<file path="config.mk">
export PLATFORM = sky130hd
export DESIGN_NAME = mouse_cursor_tracker
export DESIGN_NICKNAME = d
export VERILOG_FILES = /design/src/rtl/mouse_cursor_tracker.sv
export SDC_FILE = /design/constraint.sdc
export NUM_CORES = 1
export LEC_CHECK = 0
export ABC_AREA = 1
export ABC_CLOCK_PERIOD_IN_PS = 1880
export CORE_ASPECT_RATIO = 1.25
export CORE_MARGIN = 4
export CORE_UTILIZATION = 30
export CTS_BUF_LIST = sky130_fd_sc_hd__clkbuf_4 sky130_fd_sc_hd__clkbuf_8 sky130_fd_sc_hd__clkbuf_16
export CTS_CLUSTER_SIZE = 10
export DETAILED_ROUTE_END_ITERATION = 12
export GPL_TIMING_DRIVEN = 0
export RECOVER_POWER = 100
export SLEW_MARGIN = 20
export SYNTH_ARGS = -nofsm -noshare
export SYNTH_HDL_FRONTEND = slang
export SYNTH_SLANG_ARGS = --single-unit
</file>
<file path="constraint.sdc">
create_clock -name clk -period 1.88 [get_ports clk]
set_clock_uncertainty 0.15 [all_clocks]
set_input_delay 0.188 -clock clk [delete_from_list [all_inputs] [get_ports clk]]
set_output_delay 0.188 -clock clk [all_outputs]
set_load 0.03 [all_outputs]
</file>
<file path="src/rtl/mouse_cursor_tracker.sv">
// mouse_cursor_tracker
//
// Integrates decoded PS/2 mouse packets into an absolute cursor position
// clamped to a SCREEN_W x SCREEN_H window, and derives per-button press /
// release pulses. Two-stage pipeline: stage 1 captures and scales the
// packet, stage 2 accumulates into the registered cursor. One packet per
// clock is accepted.
//
// Parameters:
//   SCREEN_W    cursor X range 0..SCREEN_W-1 (2..1024)
//   SCREEN_H    cursor Y range 0..SCREEN_H-1 (2..1024)
//   SPEED_SHIFT delta gain of 2^SPEED_SHIFT (0..2)
//   INVERT_Y    1 negates mouse Y (PS/2 +Y is up, screen +Y is down)
//
// Ports:
//   clk           system clock
//   rst_n         synchronous active-low reset
//   mouse_x/y     signed 9-bit deltas, valid with packet_ready
//   buttons       {M,R,L} button levels, valid with packet_ready
//   packet_ready  one-cycle packet strobe
//   center        one-cycle recenter request (beats any packet)
//   cursor_x/y    absolute cursor position
//   btn_state     registered button levels
//   btn_press     one-cycle rising-edge pulses
//   btn_release   one-cycle falling-edge pulses
//   update        one-cycle pulse when the outputs above were refreshed
//   packet_count  accepted packets, wraps at 16 bits
module mouse_cursor_tracker #(
    parameter int SCREEN_W    = 640,
    parameter int SCREEN_H    = 480,
    parameter int SPEED_SHIFT = 0,
    parameter int INVERT_Y    = 1
) (
    input  logic        clk,
    input  logic        rst_n,
    input  logic [8:0]  mouse_x,
    input  logic [8:0]  mouse_y,
    input  logic [2:0]  buttons,
    input  logic        packet_ready,
    input  logic        center,
    output logic [9:0]  cursor_x,
    output logic [9:0]  cursor_y,
    output logic [2:0]  btn_state,
    output logic [2:0]  btn_press,
    output logic [2:0]  btn_release,
    output logic        update,
    output logic [15:0] packet_count
);

    localparam logic [9:0] X_MAX = 10'(SCREEN_W - 1);
    localparam logic [9:0] Y_MAX = 10'(SCREEN_H - 1);
    localparam logic [9:0] X_CTR = 10'(SCREEN_W / 2);
    localparam logic [9:0] Y_CTR = 10'(SCREEN_H / 2);
    localparam logic       NEG_Y = (INVERT_Y != 0);

    // Sign-extend to 12 bits before shifting so the gain cannot overflow;
    // the largest magnitude (-256 << 2 = -1024, negated = 1024) still fits.
    function automatic logic signed [11:0] scale_delta(input logic [8:0] d,
                                                       input logic       neg);
        logic signed [11:0] e;
        e = $signed({{3{d[8]}}, d}) <<< SPEED_SHIFT;
        return neg ? -e : e;
    endfunction

    // Saturate a 12-bit signed candidate position into 0..hi.
    function automatic logic [9:0] clamp_coord(input logic signed [11:0] s,
                                               input logic [9:0]         hi);
        if (s < 12'sd0)
            return 10'd0;
        else if (s > $signed({2'b00, hi}))
            return hi;
        else
            return s[9:0];
    endfunction

    logic               accept;
    logic               vld_p1;
    logic signed [11:0] dx_p1;
    logic signed [11:0] dy_p1;
    logic [2:0]         b_p1;
    logic signed [11:0] sx;
    logic signed [11:0] sy;
    logic [9:0]         x_next;
    logic [9:0]         y_next;

    // A recenter in the same cycle drops the incoming packet entirely.
    assign accept = packet_ready & ~center;

    // ---- stage 1: capture and scale the packet ----
    always_ff @(posedge clk) begin
        if (accept) begin
            dx_p1 <= scale_delta(mouse_x, 1'b0);
            dy_p1 <= scale_delta(mouse_y, NEG_Y);
            b_p1  <= buttons;
        end
    end

    always_ff @(posedge clk) begin
        if (!rst_n) begin
            vld_p1       <= 1'b0;
            packet_count <= 16'd0;
        end else begin
            vld_p1 <= accept;
            if (accept)
                packet_count <= packet_count + 16'd1;
        end
    end

    // ---- stage 2: accumulate into the registered cursor ----
    // The cursor feeds back from its own register, so back-to-back packets
    // each build on the result of the one before.
    always_comb begin
        sx     = $signed({2'b00, cursor_x}) + dx_p1;
        sy     = $signed({2'b00, cursor_y}) + dy_p1;
        x_next = clamp_coord(sx, X_MAX);
        y_next = clamp_coord(sy, Y_MAX);
    end

    always_ff @(posedge clk) begin
        if (!rst_n) begin
            cursor_x    <= X_CTR;
            cursor_y    <= Y_CTR;
            btn_state   <= 3'b000;
            btn_press   <= 3'b000;
            btn_release <= 3'b000;
            update      <= 1'b0;
        end else if (center) begin
            // Any packet sitting in stage 1 is discarded here (vld_p1 is
            // cleared through accept); button levels are kept.
            cursor_x    <= X_CTR;
            cursor_y    <= Y_CTR;
            btn_press   <= 3'b000;
            btn_release <= 3'b000;
            update      <= 1'b1;
        end else if (vld_p1) begin
            cursor_x    <= x_next;
            cursor_y    <= y_next;
            btn_press   <= b_p1 & ~btn_state;
            btn_release <= ~b_p1 & btn_state;
            btn_state   <= b_p1;
            update      <= 1'b1;
        end else begin
            btn_press   <= 3'b000;
            btn_release <= 3'b000;
            update      <= 1'b0;
        end
    end

endmodule

</file>
; Word-level counts from Yosys, hierarchy flattened
; Cells that the tools add are included.
[word_totals]
reg_bits = 71
in_bits = 25
output_inout_bits = 46
elab_cells = 36
[op_classes]
n_addsub = 4
magnitude_cmp = 4
mux = 6
n_bitwise = 8
n_reduce_logical = 3
[ops]
columns = op, count
row1 = 10-bit 2-to-1 mux, 4
row2 = 12-bit by 1-bit < comparator with 1-bit output (second input constant), 2
row3 = 16-bit by 1-bit adder with 16-bit output (second input constant), 1
row4 = 11-bit by 12-bit adder with 12-bit output, 1
row5 = 11-bit by 9-bit adder with 12-bit output, 1
row6 = 12-bit by 10-bit greater-than comparator with 1-bit output (second input constant), 1
row7 = 12-bit by 11-bit greater-than comparator with 1-bit output (second input constant), 1
row8 = 9-bit negator with 12-bit output, 1
row9 = 3-bit AND, 2
row10 = 3-bit inverter, 2
row11 = 1-bit inverter, 3
row12 = 3-bit OR reduction, 1
row13 = 1-bit 2-to-1 mux, 2
row14 = 2-bit AND reduction, 1
row15 = 2-bit OR reduction, 1
row16 = 1-bit AND, 1

; Logic depth before layout (Yosys ltp)
; Gate-level depths: netlist (run 1).
[logic_depth]
depth_word = 4
ltp_mapped = 15
depth_no_buf = 15

; Worst setup path after synthesis (run 1)
; No wires, ideal clock.
[synth_timing]
path_kind = reg2reg
from = register cursor_x[0]
to = register cursor_x[6]
setup_ns = 0.116
arrival_ns = 2.045
t_required_ns = 1.614
path_slack_ns = -0.431
path_stages_with_launch = 16
n_path_buf = 0
synth_period_minus_slack_ns = 2.311
cell_sequence = dfxtp_1 ha_1 inv_1 fa_1 inv_1 nand3_1 nand3_1 nand2_1 nand2_1 nand2_1 nand2_1 nand2_1 nand3_2 nand2_1 o21ai_1 nand2_1
[synth_between]
elab_chain_len = 4
elab_cells_between_ends = 5
classes_between = add/sub: 1 / order compare: 2 / mux: 2
[synth_rtl]
columns = item, line_no
row1 = "start, declared", 41  ; output logic [9:0] cursor_x,
row2 = "start signal, assigned", 136  ; cursor_x <= x_next;
row3 = 11-bit by 9-bit adder with 12-bit output *, 113  ; sx = $signed({2'b00, cursor_x}) + dx_p1;
row4 = 12-bit by 11-bit greater-than comparator with 1-bit output, 70  ; else if (s > $signed({2'b00, hi}))
row5 = 10-bit 2-to-1 mux, 70
row6 = 10-bit 2-to-1 mux *, 68  ; if (s < 12'sd0)
; Mark *: on every way between the ends. The rest lies on a longest branch, timed or not.
; A chain may end at the register's enable or synchronous reset.

; Worst setup path in the final report (run 1)
[layout_timing]
from = register, netlist name dx_p1[8]
to = register cursor_x[6]
[layout_between]
elab_chain_len = 4
elab_cells_between_ends = 5
classes_between = add/sub: 1 / order compare: 2 / mux: 2
[layout_rtl]
columns = item, line_no
row1 = 11-bit by 9-bit adder with 12-bit output *, 113
row2 = 12-bit by 11-bit greater-than comparator with 1-bit output, 70
row3 = 10-bit 2-to-1 mux, 70
row4 = 10-bit 2-to-1 mux *, 68
; Marks and branches as above.

==> results of run 1 <==
state kept, by name (all words and copies together), names as in the netlist:
register / flops
b_p1: 3
btn_press: 3
btn_release: 3
btn_state: 3
cursor_x: 10
cursor_y: 10
dx_p1: 9
dy_p1: 12
packet_count: 16
update: 1
vld_p1: 1
where the power goes:
group	leakage [nW]	internal, mW	switching, mW	total (mW)
clock	0.145	0.996	0.699	1.69
combinational	1.70	0.340	0.457	0.796
sequential	0.613	1.64	0.0448	1.69
per-stage QoR:
stage / instance area, um2 / power, mW / setup slack, ns / setup TNS [ns]
floorplan: 4178 / 2.094 / -0.1417 / -1.666
global placement: 5092 / 2.282 / -0.9226 / -20.47
detailed placement: 5092 / 2.291 / -1.009 / -23.42
CTS: 5832 / 4.148 / -0.2631 / -4.450
global route: 6127 / 4.366 / -0.4091 / -8.385
finish: 6127 / 4.176 / -0.2869 / -5.079
per-layer routing:
layer	track usage [%]	vias to the layer above	routed length (um)
met4	5.063	0	200
met1	16.59	1775	4681
met5	0	-	0
li1	-	1936	-
met3	3.059	15	540
met2	26.91	87	6338
worst reg2reg max path, delay by kind of cell, from the launching register on:
family                     cells  cell delay [ns]
AOI/OAI and AO/OA              2             0.32
adders and majority gates      1             0.29
buffers and inverters          1             0.15
DFF                            1             0.45
and+or+nand+nor                8             0.73
cell type report:
type,count,area [um2]
Fill cell,1303,7163
Inverter,75,284.0
Clock inverter,5,38.79
Buffer,5,20.02
Timing Repair Buffer,93,919.6
Multi-Input combinational cell,379,2689
Clock buffer,11,257.7
Sequential cell,71,1704
Tap cell,171,214.0
worst min-delay path by stage:
stage | endpoint | cells past startpoint | startpoint | slack [ns]
detailed placement | cursor_y[9] | 2 | cursor_y[9] | 0.30
finish | cursor_y[9] | 2 | cursor_y[9] | 0.31
floorplan | b_p1[0] | 0 | buttons[0] | 0.14
global placement | btn_release[0] | 1 | b_p1[0] | 0.30
CTS | dx_p1[3] | 1 | mouse_x[3] | 0.25
global route | dx_p1[3] | 1 | mouse_x[3] | 0.32
synth_stat cells (all sizes together), types with 5 or more instances:
| cell | n | area, um2 |
|---|---|---|
| nand2 | 147 | 569.3 |
| inv | 75 | 281.5 |
| nor2 | 51 | 251.5 |
| a21oi | 50 | 276.5 |
| dfxtp | 47 | 940.9 |
| nand3 | 43 | 255.3 |
| edfxtp | 24 | 720.7 |
| ha | 23 | 287.8 |
| o21ai | 14 | 70.06 |
| nor3 | 11 | 60.06 |
| xnor2 | 8 | 70.07 |
| xor2 | 8 | 70.07 |
| nand4 | 7 | 50.05 |
| clkbuf | 5 | 18.77 |
what timing repair did:
action	4_1_cts	5_1_grt
resized for setup	52	56
pin swaps	24	23
setup endpoints to repair	33	23
gates cloned	3	0
buffers inserted	12	11
cells by family after synthesis:
group,share of synthesized area (%)
simple gates,30.52
buf+inv,7.385
flops,40.86
compound gates,9.723
fa+ha+maj,8.062
xor+xnor,3.446
==> qor.log, run 1 <==
qor: critical_path.cpPeakStageDelay 0.45 ns
qor: sta.worst_hold_slack 0.3077 ns
qor: drt.ant_nets 0
qor: drt.routedWlPerCell 14.52 um
qor: logic_synthesis.synth-edff-count 24
qor: global_routing.grt_overflow 0
qor: critical_path.setup.reg_to_reg.worst_slack -0.29 ns
qor: critical_path.rr_startpoint dx_p1[8]
qor: job.number_of_max_cap_violations 0
qor: logic_synthesis.syn_area_per_cell 7.716 um2
qor: clocking.cts_inserted_buffers 9
qor: sta.rsz_0062_raised_after_global_routing yes
qor: outcome.status finished, violations left
qor: sta.actual_transition_at_the_worst_max_transition_pin 0.9622 ns
qor: final_layout.drive_gt1_share 29.42%
qor: floorplanning.fp.dieW 112.1 um
qor: clocking.cts_num_sinks 71
qor: place.portBuffers 70
qor: sta.post-route-min-period 2.167 ns
qor: logic_synthesis.netlist_area 4066 um2
qor: global_routing.antenna_found_initial 0
qor: floorplanning.io_pins 71
qor: floorplanning.rows 47
qor: place.place.detailed.instances 768
qor: pwr.power.ir.vdd_worst 353.6 uV
qor: drt.detail_route.drc_violations 0
qor: place.finalWeightedCongestion 0.9538
qor: critical_path.timing.critical_path.required 1.95 ns
qor: place.detailedPlacementHpwl 7906 um
qor: critical_path.endpoint_of_the_worst_setup_timing_path cursor_x[6]
qor: logic_synthesis.dominantRegCellSynth dfxtp_1
qor: clocking.htree_levels 3
qor: drt.dr.pass1.iters 4
qor: critical_path.path_cells ha_4 -> nand2_1 -> nand2_2 -> a21oi_4 -> nand3_2 -> nand2_4 -> nor2_4 -> nor2_4 -> buf_12 -> nand2_2 -> o21ai_1 -> nand2_1
qor: critical_path.worst-endpoint-arrival 2.24 ns
qor: pwr.cellLeakagePower 2.462 nW
qor: critical_path.crit-reg2reg-capture cursor_x[6]
qor: sta.slew_headroom 35.78%
qor: critical_path.worst_setup_path_end_kind register
qor: clocking.tritoncts done
qor: min_path.min-delay-path-class reg -> reg
qor: sta.timing_hold_violations_final 0
qor: critical_path.worst_r2r_path_cells 12
qor: global_routing.first_global_vias 3786
qor: final_layout.finalNonFillerCells 810
qor: sta.timing.final.setup_violations 25
qor: final_layout.layout_common_cells nand2_1 (118), inv_1 (68), dlygate4sd3_1 (52)
qor: logic_synthesis.yosysWarningCount 0
qor: critical_path.critical_path.startpoint_type register
qor: clocking.cts_hold_buf 0
qor: sta.fmaxAchievable 0.4615 GHz
qor: logic_synthesis.ys_ff_latch 71
qor: clocking.clock_tree_root_driver_cell clkbuf_16
qor: critical_path.critical_path_buf_inv_count 1
qor: clocking.clk_path_buf_depth 2
qor: critical_path.path_class reg -> reg
qor: drt.avgViaCountPerCell 4.707
qor: logic_synthesis.synthesis.nets 577
qor: floorplanning.initial_core_utilization 30.60%
qor: logic_synthesis.postSynthCellCount 527
qor: pwr.pwr_dens 681.6 nW/um2
qor: global_routing.grt_start_max_net_pins 17
qor: drt.postRouteWirelength 11760 um
qor: floorplanning.die_h 138.2 um
qor: clocking.clkTransAtPathRegs 0.06 ns
qor: critical_path.cp_num_cells 12
qor: critical_path.timing.critical_path.max_delay_family simple AND/OR/NAND/NOR gates
qor: critical_path.timing.critical_path.from dx_p1[8]
qor: drt.detailedRoute.firstIterationViolations 184
qor: critical_path.timing.critical_path.fanout_max 7
qor: sta.setup_ws -0.2869 ns
qor: floorplanning.core_area 13290 um2
qor: clocking.clock_latency 0.34 ns
qor: drt.routed-via-count 3813
qor: final_layout.final_core_util 46.10%
qor: global_routing.globalRouteTotalUtil 14.64%
qor: final_layout.layout.cells.most_common nand2_1
qor: logic_synthesis.async_reset_ff_share 0%
qor: final_layout.finalNetCount 684
qor: global_routing.grt_first_pass_wirelength 18510 um
qor: sta.finalCritPeriodShare 115.3%
qor: outcome.failed_checks negative setup slack
qor: final_layout.synth_to_final_area_change 50.68%
qor: final_layout.antenna_cells 0
qor: logic_synthesis.unique_masters_post_synth 34
qor: sta.slew_violations 0
qor: floorplanning.die-area 15490 um2
qor: logic_synthesis.synth.yosys.seq_area_share 40.86%
qor: critical_path.slowest_stage edfxtp_1
(Power assumes the default switching activity.)
==> run 2: changes to the inputs <==
--- a/config.mk
+++ b/config.mk
@@ -9,12 +9,14 @@
 export ABC_CLOCK_PERIOD_IN_PS = 1880
 export CORE_ASPECT_RATIO = 1.25
 export CORE_MARGIN = 4
-export CORE_UTILIZATION = 30
+export CORE_UTILIZATION = 35
 export CTS_BUF_LIST = sky130_fd_sc_hd__clkbuf_4 sky130_fd_sc_hd__clkbuf_8 sky130_fd_sc_hd__clkbuf_16
 export CTS_CLUSTER_SIZE = 10
 export DETAILED_ROUTE_END_ITERATION = 12
 export GPL_TIMING_DRIVEN = 0
 export RECOVER_POWER = 100
+export SETUP_SLACK_MARGIN = 0.05
+export SKIP_CTS_REPAIR_TIMING = 1
 export SLEW_MARGIN = 20
 export SYNTH_ARGS = -nofsm -noshare
 export SYNTH_HDL_FRONTEND = slang
==> qor.log, run 2 (synthesis results as in run 1) <==
qor: final_layout.layout_top_registers packet_count x16, dy_p1 x12
qor: job.number_of_max_cap_violations 0
qor: critical_path.worst_setup_path_end_kind register
qor: final_layout.layout.cells.most_common nand2_1
qor: pwr.cellLeakagePower 2.482 nW
qor: drt.postRouteWirelength 10800 um
qor: critical_path.critical_path.startpoint_type register
qor: min_path.worst_hold_path_cells 3
qor: sta.actual_transition_at_the_worst_max_transition_pin 0.6155 ns
qor: drt.dr.pass1.iters 4
qor: final_layout.max_flop_register packet_count
qor: global_routing.globalRouteTotalUtil 14.95%
qor: sta.fmaxAchievable 0.4615 GHz
qor: pwr.total_power 4.161 mW
qor: floorplanning.core_area 11240 um2
qor: pwr.pwr_dens 691.0 nW/um2
qor: critical_path.timing.critical_path.required 1.95 ns
qor: sta.finalCritPeriodShare 115.3%
qor: final_layout.synth_to_final_area_change 48.09%
qor: min_path.min-delay-path-class in -> reg
qor: final_layout.area.sequential 1700 um2
qor: sta.setup_ws -0.2870 ns
qor: global_routing.antenna_found_initial 0
qor: floorplanning.fp.dieW 104.4 um
qor: sta.slew_violations 0
qor: drt.routedWlPerCell 13.92 um
qor: clocking.clkTransAtPathRegs 0.06 ns
qor: outcome.status finished, violations left
qor: outcome.failed_checks negative setup slack
qor: critical_path.setup.reg_to_reg.worst_slack -0.29 ns
qor: drt.routed-via-count 3800
qor: global_routing.grt_start_max_net_pins 33
qor: final_layout.finalNonFillerCells 776
qor: clocking.clk_path_buf_depth 2
qor: place.portBuffers 70
qor: sta.timing.final.setup_violations 25
qor: drt.ant_nets 0
qor: critical_path.worst_r2r_path_cells 11
qor: clocking.tritoncts done
qor: final_layout.multiInputGateArea 2640 um2
qor: drt.detail_route.drc_violations 0
qor: clocking.clock_latency 0.33 ns
qor: final_layout.antenna_cells 0
qor: final_layout.largest_reg_flops 16
qor: critical_path.timing.critical_path.fanout_max 5
qor: place.place.detailed.instances 732
qor: global_routing.grt_overflow 0
qor: global_routing.grt_first_pass_wirelength 16120 um
qor: place.finalWeightedCongestion 0.8632
qor: sta.rsz_0062_raised_after_global_routing yes
qor: clocking.clock_tree_root_driver_cell clkbuf_16
qor: final_layout.fill_cell_total_of_the_finished_layout 1070
qor: floorplanning.die_h 128.5 um
qor: floorplanning.rows 43
qor: clocking.cts_num_sinks 71
qor: floorplanning.die-area 13420 um2
qor: critical_path.worst-endpoint-arrival 2.24 ns
qor: pwr.power.ir.vdd_worst 300.2 uV
qor: sta.post-route-min-period 2.167 ns
qor: floorplanning.io_pins 71
qor: floorplanning.initial_core_utilization 36.16%
qor: clocking.htree_levels 3
qor: final_layout.layout_common_cells nand2_1 (121), inv_1 (68), dlygate4sd3_1 (51)
qor: sta.slew_headroom 58.87%
qor: clocking.cts_inserted_buffers 9
qor: place.detailedPlacementHpwl 7482 um
qor: drt.avgViaCountPerCell 4.897
qor: sta.timing_hold_violations_final 0
qor: final_layout.finalNetCount 686
qor: final_layout.drive_gt1_share 28.39%
qor: drt.detailedRoute.firstIterationViolations 118
qor: global_routing.first_global_vias 3616
qor: critical_path.path_class reg -> reg
==> run 2: where the power goes <==
| part | internal (mW) | switching, mW | total, mW |
|---|---|---|---|
| combinational | 0.307 | 0.436 | 0.743 |
| clock | 1.07 | 0.669 | 1.74 |
| sequential | 1.64 | 0.0396 | 1.68 |
| total | 3.02 | 1.14 | 4.16 |
==> run 2: critical path: stages (launching register included) <==
cell	delay, ns
edfxtp_1	0.44
ha_4	0.26
nand2_1	0.16
inv_1	0.08
a21oi_1	0.24
nand3_1	0.15
nand2_2	0.12
nand2_4	0.08
nand3_4	0.12
nand2_1	0.06
o21ai_1	0.11
nand2_1	0.06
==> run 2: path summary, 6_finish.rpt <==
path	from	endpoint
min	center	update
max reg2reg	dx_p1[6]	cursor_x[6]
min reg2reg	cursor_y[9]	cursor_y[9]
max	dx_p1[6]	cursor_x[6]
==> run 2: stage by stage <==
step | worst slack [ns] | cell area (um2) | utilization (%) | setup TNS [ns] | hold slack (ns)
floorplan | -0.1417 | 4187 | - | -1.679 | 0.1369
global placement | -0.9478 | 5056 | 44.96 | -20.22 | 0.2914
detailed placement | -0.9828 | 5056 | 44.96 | -21.20 | 0.3024
CTS | -0.6249 | 5363 | 47.69 | -10.85 | 0.2501
global route | -0.4367 | 6022 | 53.56 | -9.109 | 0.1455
finish | -0.2870 | 6022 | 53.56 | -5.069 | 0.1070
==> run 2: area by class of cell <==
class / count / share of cell area [%]
well taps: 135 / 2.805
inverters: 75 / 4.716
flip-flops and latches: 71 / 28.24
multi-input cells: 379 / 43.84
repair buffers: 95 / 14.98
clock buffers: 13 / 4.737
plain buffers: 5 / 0.3324
clock inverters: 3 / 0.3532
==> run 2: per-layer routing <==
metal  track usage, %  vias to the layer above  part of all wire, %
met3            2.408                       20                  4.9
met5                0                        -                    0
met1            16.58                     1763                   39
li1                 -                     1935                    -
met4            6.886                        0                  2.8
met2            27.98                       82                   53
==> run 3: changes to the inputs <==
--- a/config.mk
+++ b/config.mk
@@ -13,7 +13,6 @@
 export CTS_BUF_LIST = sky130_fd_sc_hd__clkbuf_4 sky130_fd_sc_hd__clkbuf_8 sky130_fd_sc_hd__clkbuf_16
 export CTS_CLUSTER_SIZE = 10
 export DETAILED_ROUTE_END_ITERATION = 12
-export GPL_TIMING_DRIVEN = 0
 export RECOVER_POWER = 100
 export SETUP_SLACK_MARGIN = 0.05
 export SKIP_CTS_REPAIR_TIMING = 1
==> qor.log, run 3 (synthesis results as in run 1) <==
qor: sta.worst_hold_slack 0.1596 ns
qor: clocking.tritoncts done
qor: final_layout.area.sequential 1695 um2
qor: floorplanning.fp.dieW 104.4 um
qor: critical_path.worst-endpoint-arrival 2.27 ns
qor: final_layout.antenna_cells 0
qor: final_layout.synth_to_final_area_change 59.20%
qor: final_layout.multiInputGateArea 2746 um2
qor: pwr.cellLeakagePower 2.700 nW
qor: global_routing.antenna_found_initial 0
qor: outcome.status finished, violations left
qor: final_layout.max_flop_register packet_count
qor: sta.timing.final.setup_violations 23
qor: pwr.pwr_dens 636.1 nW/um2
qor: global_routing.globalRouteTotalUtil 16.39%
qor: job.number_of_max_cap_violations 0
qor: drt.routedWlPerCell 14.09 um
qor: floorplanning.die-area 13420 um2
qor: critical_path.worst_setup_path_end_kind register
qor: clocking.clkTransAtPathRegs 0.06 ns
qor: final_layout.finalNetCount 748
qor: global_routing.grt_overflow 0
qor: final_layout.layout_top_registers packet_count x16, dy_p1 x12
qor: critical_path.timing.critical_path.from dx_p1[8]
qor: critical_path.path_class reg -> reg
qor: critical_path.path_cells ha_4 -> nand2_4 -> nand2_4 -> a21oi_4 -> nand3_4 -> nand2_4 -> nor2_4 -> nor2_4 -> nand3b_1 -> nand2_1 -> a21oi_2
qor: global_routing.grt_first_pass_wirelength 17930 um
qor: drt.detailedRoute.firstIterationViolations 149
qor: clocking.cts_inserted_buffers 9
qor: floorplanning.die_h 128.5 um
qor: critical_path.critical_path.startpoint_type register
qor: critical_path.timing.critical_path.fanout_max 5
qor: sta.setup_ws -0.3202 ns
qor: floorplanning.core_area 11240 um2
qor: drt.dr.pass1.iters 4
qor: critical_path.cpMostUsedCell nand2_4
qor: critical_path.timing.critical_path.required 1.95 ns
qor: place.detailedPlacementHpwl 8203 um
qor: drt.avgViaCountPerCell 4.875
qor: place.detailedPlace.worstSlack -0.3535 ns
qor: sta.post-route-min-period 2.200 ns
qor: critical_path.cpPeakStageDelay 0.50 ns
qor: sta.finalCritPeriodShare 117.0%
qor: clocking.clk_path_buf_depth 2
qor: global_routing.first_global_vias 4046
qor: critical_path.worst_r2r_path_cells 11
qor: floorplanning.io_pins 71
qor: pwr.power.ir.vdd_worst 323.9 uV
qor: critical_path.crit-reg2reg-capture cursor_x[0]
qor: drt.ant_nets 0
qor: critical_path.slowest_stage edfxtp_1
qor: drt.detail_route.drc_violations 0
qor: sta.rsz_0062_raised_after_global_routing yes
qor: place.portBuffers 70
qor: outcome.failed_checks negative setup slack
qor: drt.postRouteWirelength 11810 um
qor: sta.slew_headroom 48.81%
qor: min_path.min-delay-path-class in -> reg
qor: final_layout.largest_reg_flops 16
qor: sta.actual_transition_at_the_worst_max_transition_pin 0.7678 ns
qor: critical_path.setup.reg_to_reg.worst_slack -0.32 ns
qor: sta.slew_violations 0
qor: clocking.htree_levels 3
qor: sta.setup-tns-final -5.189 ns
qor: final_layout.layout_common_cells nand2_1 (114), buf_4 (78), inv_1 (67)
qor: clocking.clock_tree_root_driver_cell clkbuf_16
qor: floorplanning.rows 43
qor: floorplanning.initial_core_utilization 36.16%
qor: global_routing.grt_start_max_net_pins 29
qor: clocking.cts_num_sinks 71
qor: sta.timing_hold_violations_final 0
qor: final_layout.layout.cells.most_common nand2_1
qor: final_layout.drive_gt1_share 36.13%
qor: drt.routed-via-count 4085
qor: critical_path.endpoint_of_the_worst_setup_timing_path cursor_x[0]
qor: critical_path.rr_startpoint dx_p1[8]
qor: clocking.clock_latency 0.33 ns
qor: sta.fmaxAchievable 0.4545 GHz
qor: place.finalWeightedCongestion 0.8621
qor: final_layout.fill_cell_total_of_the_finished_layout 1004
==> run 3: metal layers <==
| layer | share of wire [%] | global-route usage [%] | routed length, um |
|---|---|---|---|
| met1 | 40 | 17.36 | 4710 |
| met5 | 0 | 0 | 0 |
| met3 | 3.4 | 3.613 | 404 |
| met2 | 54 | 31.25 | 6399 |
| met4 | 2.5 | 6.886 | 295 |
==> run 3: through the flow <==
stage | cell area [um2] | instances | util (%) | total power [mW]
2_1_floorplan | 4187 | 527 | - | 2.095
3_3_place_gp | 5633 | 803 | 50.09 | 2.381
3_5_place_dp | 5633 | 803 | 50.09 | 2.396
4_1_cts | 5907 | 819 | 52.53 | 3.982
5_1_grt | 6474 | 838 | 57.57 | 4.302
6_report | 6474 | 838 | 57.57 | 4.118
==> run 3: how the worst min path moves through the flow <==
stage	from	end	slack (ns)	cells after the start
detailed placement	b_p1[0]	btn_release[0]	0.30	1
finish	center	update	0.16	4
floorplan	buttons[0]	b_p1[0]	0.14	0
global route	center	update	0.16	4
CTS	mouse_x[7]	dx_p1[7]	0.25	1
global placement	b_p1[1]	btn_release[1]	0.30	1
==> run 3: layout make-up <==
| cell class | instances | area share [%] |
|---|---|---|
| multi-input cells | 379 | 42.42 |
| flip-flops and latches | 71 | 26.19 |
| repair buffers | 162 | 20.16 |
| inverters | 75 | 4.387 |
| clock buffers | 9 | 3.479 |
| well taps | 135 | 2.609 |
| clock inverters | 7 | 0.7538 |
==> run 3: critical path: cells and delay by family (launching register included) <==
kind | cells | cell delay [ns]
and+or+nand+nor | 8 | 0.85
adders and majority gates | 1 | 0.32
AOI/OAI and AO/OA | 2 | 0.28
DFF | 1 | 0.50
==> run 3: where the power goes <==
group          leakage (nW)  switching (mW)  total, mW  internal [mW]
registers             0.611          0.0447       1.69           1.64
logic                  1.96           0.474      0.861          0.387
clock network         0.127           0.675       1.57          0.892
total                  2.70            1.19       4.12           2.92
